<file path="config.mk">
export PLATFORM = sky130hd
export DESIGN_NAME = shiftregister_controller
export DESIGN_NICKNAME = d
export VERILOG_FILES = /design/src/rtl/shiftregister_controller.sv
export SDC_FILE = /design/constraint.sdc
export NUM_CORES = 1
export LEC_CHECK = 0
export BUFFER_PORTS_ARGS = -buffer_cell sky130_fd_sc_hd__buf_4
export CORE_MARGIN = 2
export CORE_UTILIZATION = 40
export CTS_CLUSTER_SIZE = 40
export DETAILED_ROUTE_END_ITERATION = 10
export PLACE_DENSITY = 0.66
export SLEW_MARGIN = 0
export SYNTH_ARGS = -nofsm -noshare
export SYNTH_HDL_FRONTEND = slang
export SYNTH_SLANG_ARGS = --single-unit
</file>
<file path="constraint.sdc">
create_clock -name clockpulse -period 2.3 [get_ports clockpulse]
set_input_delay 0.46 -clock clockpulse [delete_from_list [all_inputs] [get_ports clockpulse]]
set_output_delay 0.46 -clock clockpulse [all_outputs]
set_load 0.005 [all_outputs]
</file>
<file path="src/rtl/shiftregister_controller.sv">
// shiftregister_controller
//   Sequences the JK-flip-flop left shift register for either a
//   parallel-to-serial transmit (preset load, then MSB-first shift-out) or a
//   serial-to-parallel receive (clear, shift in WIDTH bits, capture), behind a
//   start/busy/done handshake.
//
// Ports
//   clockpulse        in   system clock (rising edge), shared with the register
//   clear             in   asynchronous active-low reset
//   start             in   request pulse, only looked at while idle
//   mode              in   0 = transmit, 1 = receive
//   tx_data   [W]     in   word to transmit, captured when start is accepted
//   serial_in         in   receive line
//   serial_out        out  transmit line, IDLE_LEVEL when not shifting out
//   busy              out  high from the cycle after acceptance through DONE
//   done              out  one-cycle completion pulse
//   rx_data   [W]     out  last received word, held until the next receive ends
//   sr_clear          out  active-low clear to the register
//   sr_preset_enable  out  preset gate to the register
//   sr_preset [W]     out  preset word to the register
//   sr_serial_input   out  register bit0 input
//   sr_shift_enable   out  register clock enable
//   sr_q      [W]     in   register Q outputs
module shiftregister_controller #(
  parameter int   WIDTH      = 4,
  parameter logic IDLE_LEVEL = 1'b1
) (
  input  logic             clockpulse,
  input  logic             clear,
  input  logic             start,
  input  logic             mode,
  input  logic [WIDTH-1:0] tx_data,
  input  logic             serial_in,
  output logic             serial_out,
  output logic             busy,
  output logic             done,
  output logic [WIDTH-1:0] rx_data,
  output logic             sr_clear,
  output logic             sr_preset_enable,
  output logic [WIDTH-1:0] sr_preset,
  output logic             sr_serial_input,
  output logic             sr_shift_enable,
  input  logic [WIDTH-1:0] sr_q
);

  localparam int CW = $clog2(WIDTH + 1);

  typedef enum logic [2:0] {
    S_IDLE,
    S_LOAD,
    S_CLR,
    S_SHIFT,
    S_DONE
  } state_t;

  state_t          state, state_nxt;
  logic [CW-1:0]   count, count_nxt;
  logic            mode_q;
  logic            clr_req;
  logic            last_shift;

  // Word the register will hold after one more left shift of bit b.
  function automatic logic [WIDTH-1:0] shift_in(input logic [WIDTH-1:0] q,
                                                input logic             b);
    logic [WIDTH:0] t;
    t = {q, b};
    return t[WIDTH-1:0];
  endfunction

  assign last_shift = (state == S_SHIFT) && (count == CW'(WIDTH - 1));

  // ---- state register ----
  always_ff @(posedge clockpulse or negedge clear) begin
    if (!clear) begin
      state <= S_IDLE;
      count <= '0;
    end else begin
      state <= state_nxt;
      count <= count_nxt;
    end
  end

  // ---- next state ----
  always_comb begin
    state_nxt = state;
    count_nxt = count;
    case (state)
      S_IDLE:  if (start) state_nxt = mode ? S_CLR : S_LOAD;
      S_LOAD,
      S_CLR: begin
        state_nxt = S_SHIFT;
        count_nxt = '0;
      end
      S_SHIFT: begin
        if (last_shift) state_nxt = S_DONE;
        else            count_nxt = count + CW'(1);
      end
      S_DONE:  state_nxt = S_IDLE;
      default: state_nxt = S_IDLE;
    endcase
  end

  // ---- registered outputs, decoded from the state being entered ----
  always_ff @(posedge clockpulse or negedge clear) begin
    if (!clear) begin
      busy             <= 1'b0;
      done             <= 1'b0;
      rx_data          <= '0;
      sr_preset_enable <= 1'b0;
      sr_shift_enable  <= 1'b0;
      sr_preset        <= '0;
      clr_req          <= 1'b0;
      mode_q           <= 1'b0;
    end else begin
      busy             <= (state_nxt != S_IDLE);
      done             <= (state_nxt == S_DONE);
      sr_preset_enable <= (state_nxt == S_LOAD);
      sr_shift_enable  <= (state_nxt == S_SHIFT);
      clr_req          <= (state_nxt == S_CLR);
      if (state == S_IDLE && start) begin
        mode_q    <= mode;
        sr_preset <= tx_data;
      end
      // The register takes its final bit on this same edge, so capture the
      // word it is about to hold; rx_data is then valid alongside done.
      if (last_shift && mode_q)
        rx_data <= shift_in(sr_q, sr_serial_input);
    end
  end

  // Reset also clears the register, so clear is folded into sr_clear.
  assign sr_clear        = clear & ~clr_req;

  // The register samples its serial input on the shift edge itself, so the
  // receive line is passed straight through while a receive shift is running.
  assign sr_serial_input = (state == S_SHIFT && mode_q) ? serial_in : 1'b0;

  assign serial_out      = (state == S_SHIFT && !mode_q) ? sr_q[WIDTH-1]
                                                          : IDLE_LEVEL;

endmodule

</file>
# Yosys cells after proc, flatten, opt, wreduce, memory -nomap -nowiden
# Cells that the tools add are included.
# classes
n_bitwise,2
muxes,8
reduce_logical,11
n_addsub,1
eq_ne,9
# ops
op,n
$eq A3 B2 Y1 const B,5
$mux W3,3
$pmux W3 S3,1
$eq A3 B1 Y1 const B,2
$pmux W3 S2,1
$logic_and A1 B1 Y1,5
$add A3 B1 Y3 const B,1
$eq A3 B3 Y1 const B,1
$logic_not A3 Y1,1
$reduce_bool A3 Y1,1
$mux W1,2
$mux W2,1
$ne A2 B2 Y1 const B,1
$reduce_and A2 Y1,1
$reduce_bool A2 Y1,1
$reduce_or A2 Y1,1
$and A1 B1 Y1,1
$logic_not A1 Y1,1
$not A1 Y1,1
# word_totals
wordCells,41
output_inout_bits,15
input_bits,13
reg_bits,20

# Logic depth before layout (Yosys ltp)
# Gate-level depths: netlist of run 1.
# depth
ltp_word,5
mapped_depth,6
depth_no_buf,5

# Worst setup path after synthesis of run 1
# No wires, ideal clock.
# synth_timing
path_kind,flip-flop to flip-flop
startpoint,register count[0]
endpoint,register rx_data[0]
n_path_buf,1
t_required_ns,2.175
setup_time_ns,0.125
path_slack_ns,0.642
path_stages_with_launch,7
synth_period_minus_slack_ns,1.658
arrival_ns,1.533
cell_sequence,dfrtp_1 -> ha_1 -> ha_1 -> buf_2 -> and4b_1 -> nand2_2 -> mux2_4
# synth_between
elab_chain_len,3
# synth_lines
element,line,source
from (decl),57,"logic [CW-1:0] count, count_nxt;"
from (signal assigned),79,count <= count_nxt;
$eq A3 B2 Y1,70,assign last_shift = (state == S_SHIFT) && (count == CW'(WIDTH - 1));
$logic_and A1 B1 Y1,70,
$logic_and A1 B1 Y1,126,if (last_shift && mode_q)
to (signal assigned),127,"rx_data <= shift_in(sr_q, sr_serial_input);"
to (decl),37,"output logic [WIDTH-1:0] rx_data,"
# No other way between the ends.
# A chain may end at the register's enable or synchronous reset.

# Worst setup path in the final report of run 1
# layout_timing
startpoint,input port clear
endpoint,output port sr_clear
# layout_between
elab_chain_len,1
# layout_lines
element,line,source
from (decl),29,"input logic clear,"
$and A1 B1 Y1,132,assign sr_clear = clear & ~clr_req;
to (decl),38,"output logic sr_clear,"
# No other way between the ends.

==> impl_metrics.ini, run 1 <==
[run_status]
outcome = finished, final reports clean

[pwr]
p_leak_nw = 0.573
vdd_ir_drop_max_v = 0.000601
power_density_nw_per_um2 = 1200
total_power_mw = 1.35

[logic_synthesis]
synthMuxAreaShare_pct = 7.09
yosysTopAreaCell = sky130_fd_sc_hd__dfrtp_1
synth_area_leaders = sky130_fd_sc_hd__dfrtp_1, sky130_fd_sc_hd__nand2_1, sky130_fd_sc_hd__mux2_4, sky130_fd_sc_hd__ha_1, sky130_fd_sc_hd__and4b_1
yosysTopAreaCellShare_pct = 59.1
post_synth.cell_area_avg_um2 = 11.1
synthesized_area_fraction_occupied_by_xor_and_xnor_cells_pct = 0
synth-main-ff-cell = sky130_fd_sc_hd__dfrtp_1
seq_total_area_yosys_pct = 59.1
arithmetic_cell_share_of_the_synthesized_area_counting_full_adders_half_adders_and_majority_gates_pct = 2.95
post_synth_net_total = 91
synth-edff-count = 0
postSynthCellCount = 76
count_of_yosys_warnings_during_synthesis = 0
synth_common_cells = sky130_fd_sc_hd__nand2_1, sky130_fd_sc_hd__dfrtp_1, sky130_fd_sc_hd__mux2_4, sky130_fd_sc_hd__nor3_1
synth_top_family_by_area = simple AND/OR/NAND/NOR gates
synth-compound-area-share_pct = 6.79
ys_ff_latch = 20
ys_types = 21
syn-cell-area_um2 = 847
synth-simple-area-share_pct = 20.7
most_common_cell_in_the_netlist = sky130_fd_sc_hd__nand2_1
synth_async_sr_flop_share_pct = 100

[sta]
final.setup.tns_ns = 0
fmaxAchievable_mhz = 497
timing.final.setup_violations = 0
final_min_period_over_clock_period_pct = 87.6
fin_crit_ns = 2.01
maxSlewViolCount = 0
slew_headroom_pct = 68.6
setup_repair_after_global_routing_missed_its_margin = no
worst_slew_pin_slew_ns = 0.470
fin_skew_ns = 0.0130
number_of_failing_hold_endpoints_at_the_final_stage = 0

[cells_and_area]
nets = 121
final_core_utilization_pct = 56.9
final_area_um2 = 1130
layout.area.seq_um2 = 500
share_of_final_layout_standard_cells_stronger_than_drive_strength_1_pct = 37.1
area_growth_syn_to_layout_pct = 33.2
n_fill_cell = 176
insertedDiodeCount = 0
multi_input_comb_area_um2 = 318

[global_route]
track_usage_pct = 15.3
number_of_antenna_violations_at_the_first_check_in_global_routing = 0
first_global_vias = 674
wire_length_of_the_first_global_routing_pass_mm = 2.90
globalRoute.totalOverflow = 0
grt_start_max_net_pins = 22

[clock_network]
clock_latency_ns = 0.30
cts_setup_buffers = 0
clock_tree.buffer_depth = 2
cts.reportedPaths.clkPinSlew_ns = 0.12
cts_buffers = 3
htreeDepth = 1
cts_hold_buf = 0
tritoncts = built
post_cts_resized = 0
cts.sinks = 20
cts_root_buffer = sky130_fd_sc_hd__clkbuf_4

[detailed_routing]
antenna_left = 0
post-route-drc-count = 0
viasPerCell = 4.87
overall_routed_net_length_mm = 1.60
route.detailed.wl_per_inst_um = 12.1
drt_pre_antenna_iters = 4
vias = 643
detail_route.iter0.violations = 10

[worst_setup_path]
crit_required_ns = 1.84
setup.reg_to_reg.worst_slack_ns = 0.54
crit_fanout = 21
timing.rr.start = count[0]
critical_path_class = input pin to primary output
timing.critical_path.from_type = input pin
worst_r2r_endpoint = rx_data[3]
worst_setup_path_end_kind = primary output
r2r_cells = 5
critical_path_arrival_ns = 1.55

[floorplanning]
floorplan.die_area_um2 = 2500
starting_density_of_the_core_pct = 42.7
floorplan.rows = 16
core_area_um2 = 1980
pin_count = 28
fp.dieH_um = 50.0
die_width_um = 50.0

[min_path]
min-delay-path-class = input pin to register
min_to = sr_preset_enable
whs_path_depth = 2
hold_path.startpoint = mode

[flow_run]
maxCapViolCount = 0

[placement]
io_buffers = 27
dpl-instance-area_um2 = 1070
gp_congestion = 0.698
dp.final_hpwl_mm = 1.17
## cell type report
class / count / area share (%)
clock buffers: 3 / 2.00
clock inverters: 1 / 2.66
inverters: 3 / 0.998
multi-input cells: 50 / 28.2
flip-flops and latches: 20 / 44.3
well taps: 27 / 2.99
repair buffers: 28 / 18.8
## how the worst max path moves through the flow
stage | cells after the start | end | from | slack (ns)
3_5_place_dp | 5 | rx_data[0] | count[0] | 0.58
5_1_grt | 4 | sr_clear | clear | 0.18
2_1_floorplan | 6 | rx_data[0] | count[0] | 0.64
6_report | 4 | sr_clear | clear | 0.29
3_3_place_gp | 5 | rx_data[1] | count[0] | 0.62
4_1_cts | 3 | serial_out | state[1] | 0.31
## state kept, by name (all words and copies together) (netlist names)
signal,cells
mode_q,1
clr_req,1
sr_preset,4
rx_data,4
state,3
busy,1
done,1
sr_shift_enable,1
sr_preset_enable,1
count,3
## per-layer routing
metal  part of all wire, %  up-vias  track usage (%)
li1                      -      314                -
met1                    44      312             20.0
met2                    50       15             23.9
met3                   4.9        2             4.24
met4                  0.63        0             5.56
met5                     0        -                0
## cell usage in the layout, fill, tap and decap left out, drive strengths merged
| cell | Yosys | routed |
|---|---|---|
| a21oi | 2 | 2 |
| a22oi | 1 | 1 |
| a31o | 1 | 1 |
| and4b | 2 | 2 |
| buf | 3 | 27 |
| bufinv | 0 | 1 |
| clkbuf | 0 | 3 |
| dfrtp | 20 | 20 |
| dlygate4sd3 | 0 | 1 |
| ha | 2 | 2 |
| inv | 3 | 3 |
| mux2 | 4 | 4 |
| nand2 | 22 | 22 |
| nor2 | 3 | 3 |
| nor2b | 1 | 1 |
| nor3 | 4 | 4 |
| nor4b | 1 | 1 |
| o21ai | 4 | 4 |
| o21bai | 1 | 1 |
| or4 | 1 | 1 |
| or4b | 1 | 1 |
## power by group
| part | switching [mW] | internal [mW] |
|---|---|---|
| sequential | 0.105 | 0.487 |
| combinational | 0.192 | 0.284 |
| clock | 0.106 | 0.176 |
| total | 0.403 | 0.947 |
## stage by stage
step	std cells	setup WS, ns	hold WS (ns)
2_1_floorplan	76	0.642	0.164
3_3_place_gp	127	0.617	0.353
3_5_place_dp	127	0.578	0.355
4_1_cts	131	0.310	0.0181
5_1_grt	132	0.181	0.288
6_report	132	0.286	0.314
## cells by family (layout without fill, tap and decap cells)
kind of cell             Yosys count  after routing
buffers and inverters              6             35
multiplexers                       4              4
AO/OA/AOI/OAI                      9              9
adder cells (fa/ha/maj)            2              2
AND/OR/NAND/NOR                   35             35
flip-flops                        20             20
## worst max-delay path, cell delays in order
cell and delay (ns):
sky130_fd_sc_hd__dlygate4sd3_1 0.53, sky130_fd_sc_hd__buf_4 0.27, sky130_fd_sc_hd__nor2b_1 0.17, sky130_fd_sc_hd__buf_4 0.12
Note: power is estimated with default switching activity, not from simulation.
==> inputs of run 2 (changes only) <==
==> constraint.sdc (replaced) <==
create_clock -name clockpulse -period 2.25 [get_ports clockpulse]
set_input_delay 0.45 -clock clockpulse [delete_from_list [all_inputs] [get_ports clockpulse]]
set_output_delay 0.45 -clock clockpulse [all_outputs]
set_load 0.005 [all_outputs]
==> impl_metrics.ini, run 2 (same netlist as run 1, synthesis figures left out) <==
[cells_and_area]
mostFrequentLayoutCells = sky130_fd_sc_hd__buf_4, sky130_fd_sc_hd__nand2_1, sky130_fd_sc_hd__dfrtp_1
mostFrequentLayoutCell = sky130_fd_sc_hd__buf_4
largestRegisters = rx_data x4, sr_preset x4
share_of_final_layout_standard_cells_stronger_than_drive_strength_1_pct = 38.1
area_growth_syn_to_layout_pct = 31.0
insertedDiodeCount = 0
n_fill_cell = 178
nets = 121

[sta]
worst_slew_pin_slew_ns = 0.518
maxSlewViolCount = 0
number_of_failing_hold_endpoints_at_the_final_stage = 0
hold_slack_ns = 0.0928
final_min_period_over_clock_period_pct = 87.9
timing.final.setup_violations = 0
slew_headroom_pct = 65.4
setup_repair_after_global_routing_missed_its_margin = no
fmaxAchievable_mhz = 506
final.setup.tns_ns = 0
fin_skew_ns = 0.00867
fin_crit_ns = 1.98

[detailed_routing]
post-route-drc-count = 0
viasPerCell = 4.74
route.detailed.wl_per_inst_um = 11.7
detail_route.iter0.violations = 9
antenna_left = 0
vias = 626
drt_pre_antenna_iters = 4
overall_routed_net_length_mm = 1.54

[global_route]
globalRoute.totalOverflow = 0
wire_length_of_the_first_global_routing_pass_mm = 2.70
track_usage_pct = 14.5
first_global_vias = 622
number_of_antenna_violations_at_the_first_check_in_global_routing = 0
grt_start_max_net_pins = 21

[floorplanning]
floorplan.rows = 16
floorplan.die_area_um2 = 2500
core_area_um2 = 1980
fp.dieH_um = 50.0
pin_count = 28
die_width_um = 50.0
starting_density_of_the_core_pct = 42.7

[clock_network]
tritoncts = built
post_cts_resized = 0
clock_tree.buffer_depth = 2
cts.reportedPaths.clkPinSlew_ns = 0.11
cts_setup_buffers = 0
clock_latency_ns = 0.30
htreeDepth = 1
cts.sinks = 20
cts_hold_buf = 0
cts_buffers = 3
cts_root_buffer = sky130_fd_sc_hd__clkbuf_4

[worst_setup_path]
crit_start = state[2]
critical_path.endpoint = serial_out
critical_path_class = register to primary output
worst_setup_path_end_kind = primary output
critical_path_arrival_ns = 1.53
worstPathCellList = or4_1 -> buf_4
worst_r2r_endpoint = rx_data[1]
slowest_delay_ns = 0.56
r2r_cells = 5
slowest_cell_on_the_critical_path = sky130_fd_sc_hd__or4_1
crit_fanout = 11
setup.reg_to_reg.worst_slack_ns = 0.52
timing.critical_path.from_type = register
timing.rr.start = count[0]
crit_required_ns = 1.80

[placement]
io_buffers = 27
gp_congestion = 0.683
dp.final_hpwl_mm = 1.16

[flow_run]
maxCapViolCount = 0

[min_path]
min-delay-path-class = input pin to asynchronous set/reset pin

[pwr]
power_density_nw_per_um2 = 1160
p_leak_nw = 0.566
vdd_ir_drop_max_v = 0.000558

[run_status]
outcome = finished, final reports clean
==> run 2: worst min path at each step <==
stage | startpoint | endpoint | slack (ns) | cells past startpoint
finish | clear | count[1] | 0.09 | 2
detailed placement | clear | count[1] | 0.44 | 2
floorplan | clear | busy | 0.15 | 0
global placement | clear | done | 0.44 | 2
global route | clear | state[1] | 0.10 | 2
CTS | clear | count[1] | 0.1 | 2
==> run 2: area by class of cell <==
class,count,area (um2),share of cell area (%)
clock buffers,4,36.3,3.27
repair buffers,28,210,18.9
inverters,3,11.3,1.01
well taps,27,33.8,3.04
flip-flops and latches,20,500,45.1
multi-input cells,50,318,28.6
==> run 2: worst max-delay path, delay by kind of cell, from the launching register on <==
| family | cells | cell delay [ns] |
|---|---|---|
| buffers and inverters | 1 | 0.15 |
| DFF | 1 | 0.51 |
| and+or+nand+nor | 1 | 0.56 |
==> run 2: metal layers <==
metal	global-route usage, %	share of wire (%)
met5	0	0
met2	21.7	46
met1	18.8	47
met4	11.1	3.1
met3	2.12	4.5
==> run 2: through the flow <==
step / setup WS (ns) / instance area, um2 / total power [mW] / utilization [%] / std cells
after global routing: 0.175 / 1110 / 1.41 / 56.0 / 132
after CTS: 0.262 / 1110 / 1.31 / 56.0 / 132
after detailed placement: 0.519 / 1070 / 1.10 / 54.2 / 128
after floorplan: 0.592 / 847 / 0.869 / - / 76
final: 0.272 / 1110 / 1.29 / 56.0 / 132
after global placement: 0.565 / 1070 / 1.09 / 54.2 / 128
==> run 2: where the power goes <==
group	switching, mW	internal, mW	total, mW	leakage, nW
sequential	0.105	0.498	0.603	0.241
clock	0.107	0.0988	0.206	0.0210
combinational	0.191	0.291	0.482	0.305
==> inputs of run 3 (changes only) <==
--- a/config.mk
+++ b/config.mk
@@ -6,11 +6,11 @@
 export NUM_CORES = 1
 export LEC_CHECK = 0
 export BUFFER_PORTS_ARGS = -buffer_cell sky130_fd_sc_hd__buf_4
-export CORE_MARGIN = 2
-export CORE_UTILIZATION = 40
+export CORE_UTILIZATION = 48
 export CTS_CLUSTER_SIZE = 40
 export DETAILED_ROUTE_END_ITERATION = 10
-export PLACE_DENSITY = 0.66
+export PLACE_DENSITY = 0.76
+export SKIP_LAST_GASP = 1
 export SLEW_MARGIN = 0
 export SYNTH_ARGS = -nofsm -noshare
 export SYNTH_HDL_FRONTEND = slang
==> impl_metrics.ini, run 3 (same netlist as run 1, synthesis figures left out) <==
[floorplanning]
fp.dieH_um = 44.0
pin_count = 28
starting_density_of_the_core_pct = 53.7
floorplan.rows = 14
die_width_um = 44.0
core_area_um2 = 1580
floorplan.die_area_um2 = 1940

[worst_setup_path]
critical_path_arrival_ns = 1.51
slowest_cell_on_the_critical_path = sky130_fd_sc_hd__dfrtp_1
slowest_delay_ns = 0.48
critPathTopFamily = simple AND/OR/NAND/NOR gates
timing.critical_path.from_type = register
r2r_cells = 5
worst_setup_path_end_kind = primary output
worst-path-buf-inv = 1
worstSetupPathDepth = 3
crit_required_ns = 1.80
worstPathCellList = nand2_1 -> or4_1 -> buf_4
crit_fanout = 8
critical_path_class = register to primary output

[detailed_routing]
highest-signal-layer = met4
antenna_left = 0
route.detailed.wl_per_inst_um = 12.7
detail_route_met3_wl_um = 65
metal1_wirelength_um = 693
drt_pre_antenna_iters = 10
detail_route.iter0.violations = 10
wl_met2_um = 719
overall_routed_net_length_mm = 1.52
viasPerCell = 5.35
post-route-drc-count = 1
vias = 642

[cells_and_area]
layout.area.seq_um2 = 500
final_area_um2 = 1090
insertedDiodeCount = 0
area_growth_syn_to_layout_pct = 28.5
n_fill_cell = 123
mostFrequentLayoutCell = sky130_fd_sc_hd__buf_4
share_of_final_layout_standard_cells_stronger_than_drive_strength_1_pct = 37.5
final_core_utilization_pct = 69.0
largestRegisters = rx_data x4, sr_preset x4
mostFrequentLayoutCells = sky130_fd_sc_hd__buf_4, sky130_fd_sc_hd__nand2_1, sky130_fd_sc_hd__dfrtp_1
nets = 120
multi_input_comb_area_um2 = 318

[global_route]
track_usage_pct = 18.2
wire_length_of_the_first_global_routing_pass_mm = 2.46
first_global_vias = 607
grt_start_max_net_pins = 22
number_of_antenna_violations_at_the_first_check_in_global_routing = 0
globalRoute.totalOverflow = 0

[sta]
timing.final.setup_violations = 0
final.setup.tns_ns = 0
slew_headroom_pct = 67.7
maxSlewViolCount = 0
fin_crit_ns = 1.96
final_min_period_over_clock_period_pct = 87.2
setup_repair_after_global_routing_missed_its_margin = no
number_of_failing_hold_endpoints_at_the_final_stage = 0
fmaxAchievable_mhz = 510
hold_slack_ns = 0.00233
fin_skew_ns = 0.00401
worst_slew_pin_slew_ns = 0.483

[clock_network]
cts_hold_buf = 0
cts.reportedPaths.clkPinSlew_ns = 0.11
htreeDepth = 1
clock_tree.buffer_depth = 2
cts_root_buffer = sky130_fd_sc_hd__clkbuf_4
tritoncts = built
cts_setup_buffers = 0
clock_latency_ns = 0.30
cts_buffers = 3
cts.sinks = 20
post_cts_resized = 0

[min_path]
min-delay-path-class = input pin to asynchronous set/reset pin

[run_status]
outcome = finished with violations
violations = DRC

[pwr]
vdd_ir_drop_max_v = 0.000793
power.switching_fraction_pct = 31.5
clock_power_share_pct = 15.8
pwr-share-comb_pct = 37.4
p_seq_share_pct = 46.9
power_density_nw_per_um2 = 1190
power_report.internal_total_mw = 0.886
p_leak_nw = 0.562
power.switching_mw = 0.406

[placement]
dpl-instance-area_um2 = 1050
io_buffers = 27
dp.final_hpwl_mm = 1.16
gp_congestion = 0.677

[flow_run]
maxCapViolCount = 0
==> run 3: final cells by class <==
cell class,instances,share of cell area [%]
timing repair buffer,27,18.6
sequential,20,46.0
clock buffer,4,3.33
inverter,3,1.03
tap,16,1.84
multi-input combinational,50,29.2
==> run 3: path summary, 6_finish.rpt <==
| check | from | end | slack (ns) |
|---|---|---|---|
| max | state[1] | serial_out | 0.29 |
| min | clear | done | 0.002 |
| max reg2reg | count[0] | rx_data[1] | 0.51 |
| min reg2reg | sr_preset[2] | sr_preset[2] | 0.49 |
| max in group asynchronous | clear | sr_shift_enable | 2.04 |
| min in group clockpulse | mode | sr_preset_enable | 0.32 |
==> run 3: power groups by stage <==
stage | clock network, mW | registers [mW] | logic (mW)
finish | 0.204 | 0.606 | 0.483
global route | 0.221 | 0.625 | 0.551
CTS | 0.211 | 0.607 | 0.491
detailed placement | 0 | 0.613 | 0.492
global placement | 0 | 0.606 | 0.470
floorplan | 0 | 0.595 | 0.274
==> run 3: worst reg2reg max path: stages (launching register included) <==
cell and delay [ns]:
sky130_fd_sc_hd__dfrtp_1 0.43, sky130_fd_sc_hd__ha_1 0.21, sky130_fd_sc_hd__ha_1 0.28, sky130_fd_sc_hd__and4b_1 0.26
sky130_fd_sc_hd__nand2_2 0.14, sky130_fd_sc_hd__mux2_4 0.32
==> run 3: metal layers <==
metal / vias to the layer above / GRT usage, %
met3: 4 / 2.86
met4: 0 / 12.7
li1: 312 / -
met1: 302 / 22.7
met2: 24 / 28.8
met5: - / 0
==> run 3: through the flow <==
| stage | instances | total power, mW | setup WS [ns] |
|---|---|---|---|
| floorplan | 76 | 0.869 | 0.592 |
| global placement | 116 | 1.08 | 0.591 |
| detailed placement | 116 | 1.10 | 0.542 |
| CTS | 120 | 1.31 | 0.270 |
| global route | 120 | 1.40 | 0.222 |
| finish | 120 | 1.29 | 0.288 |
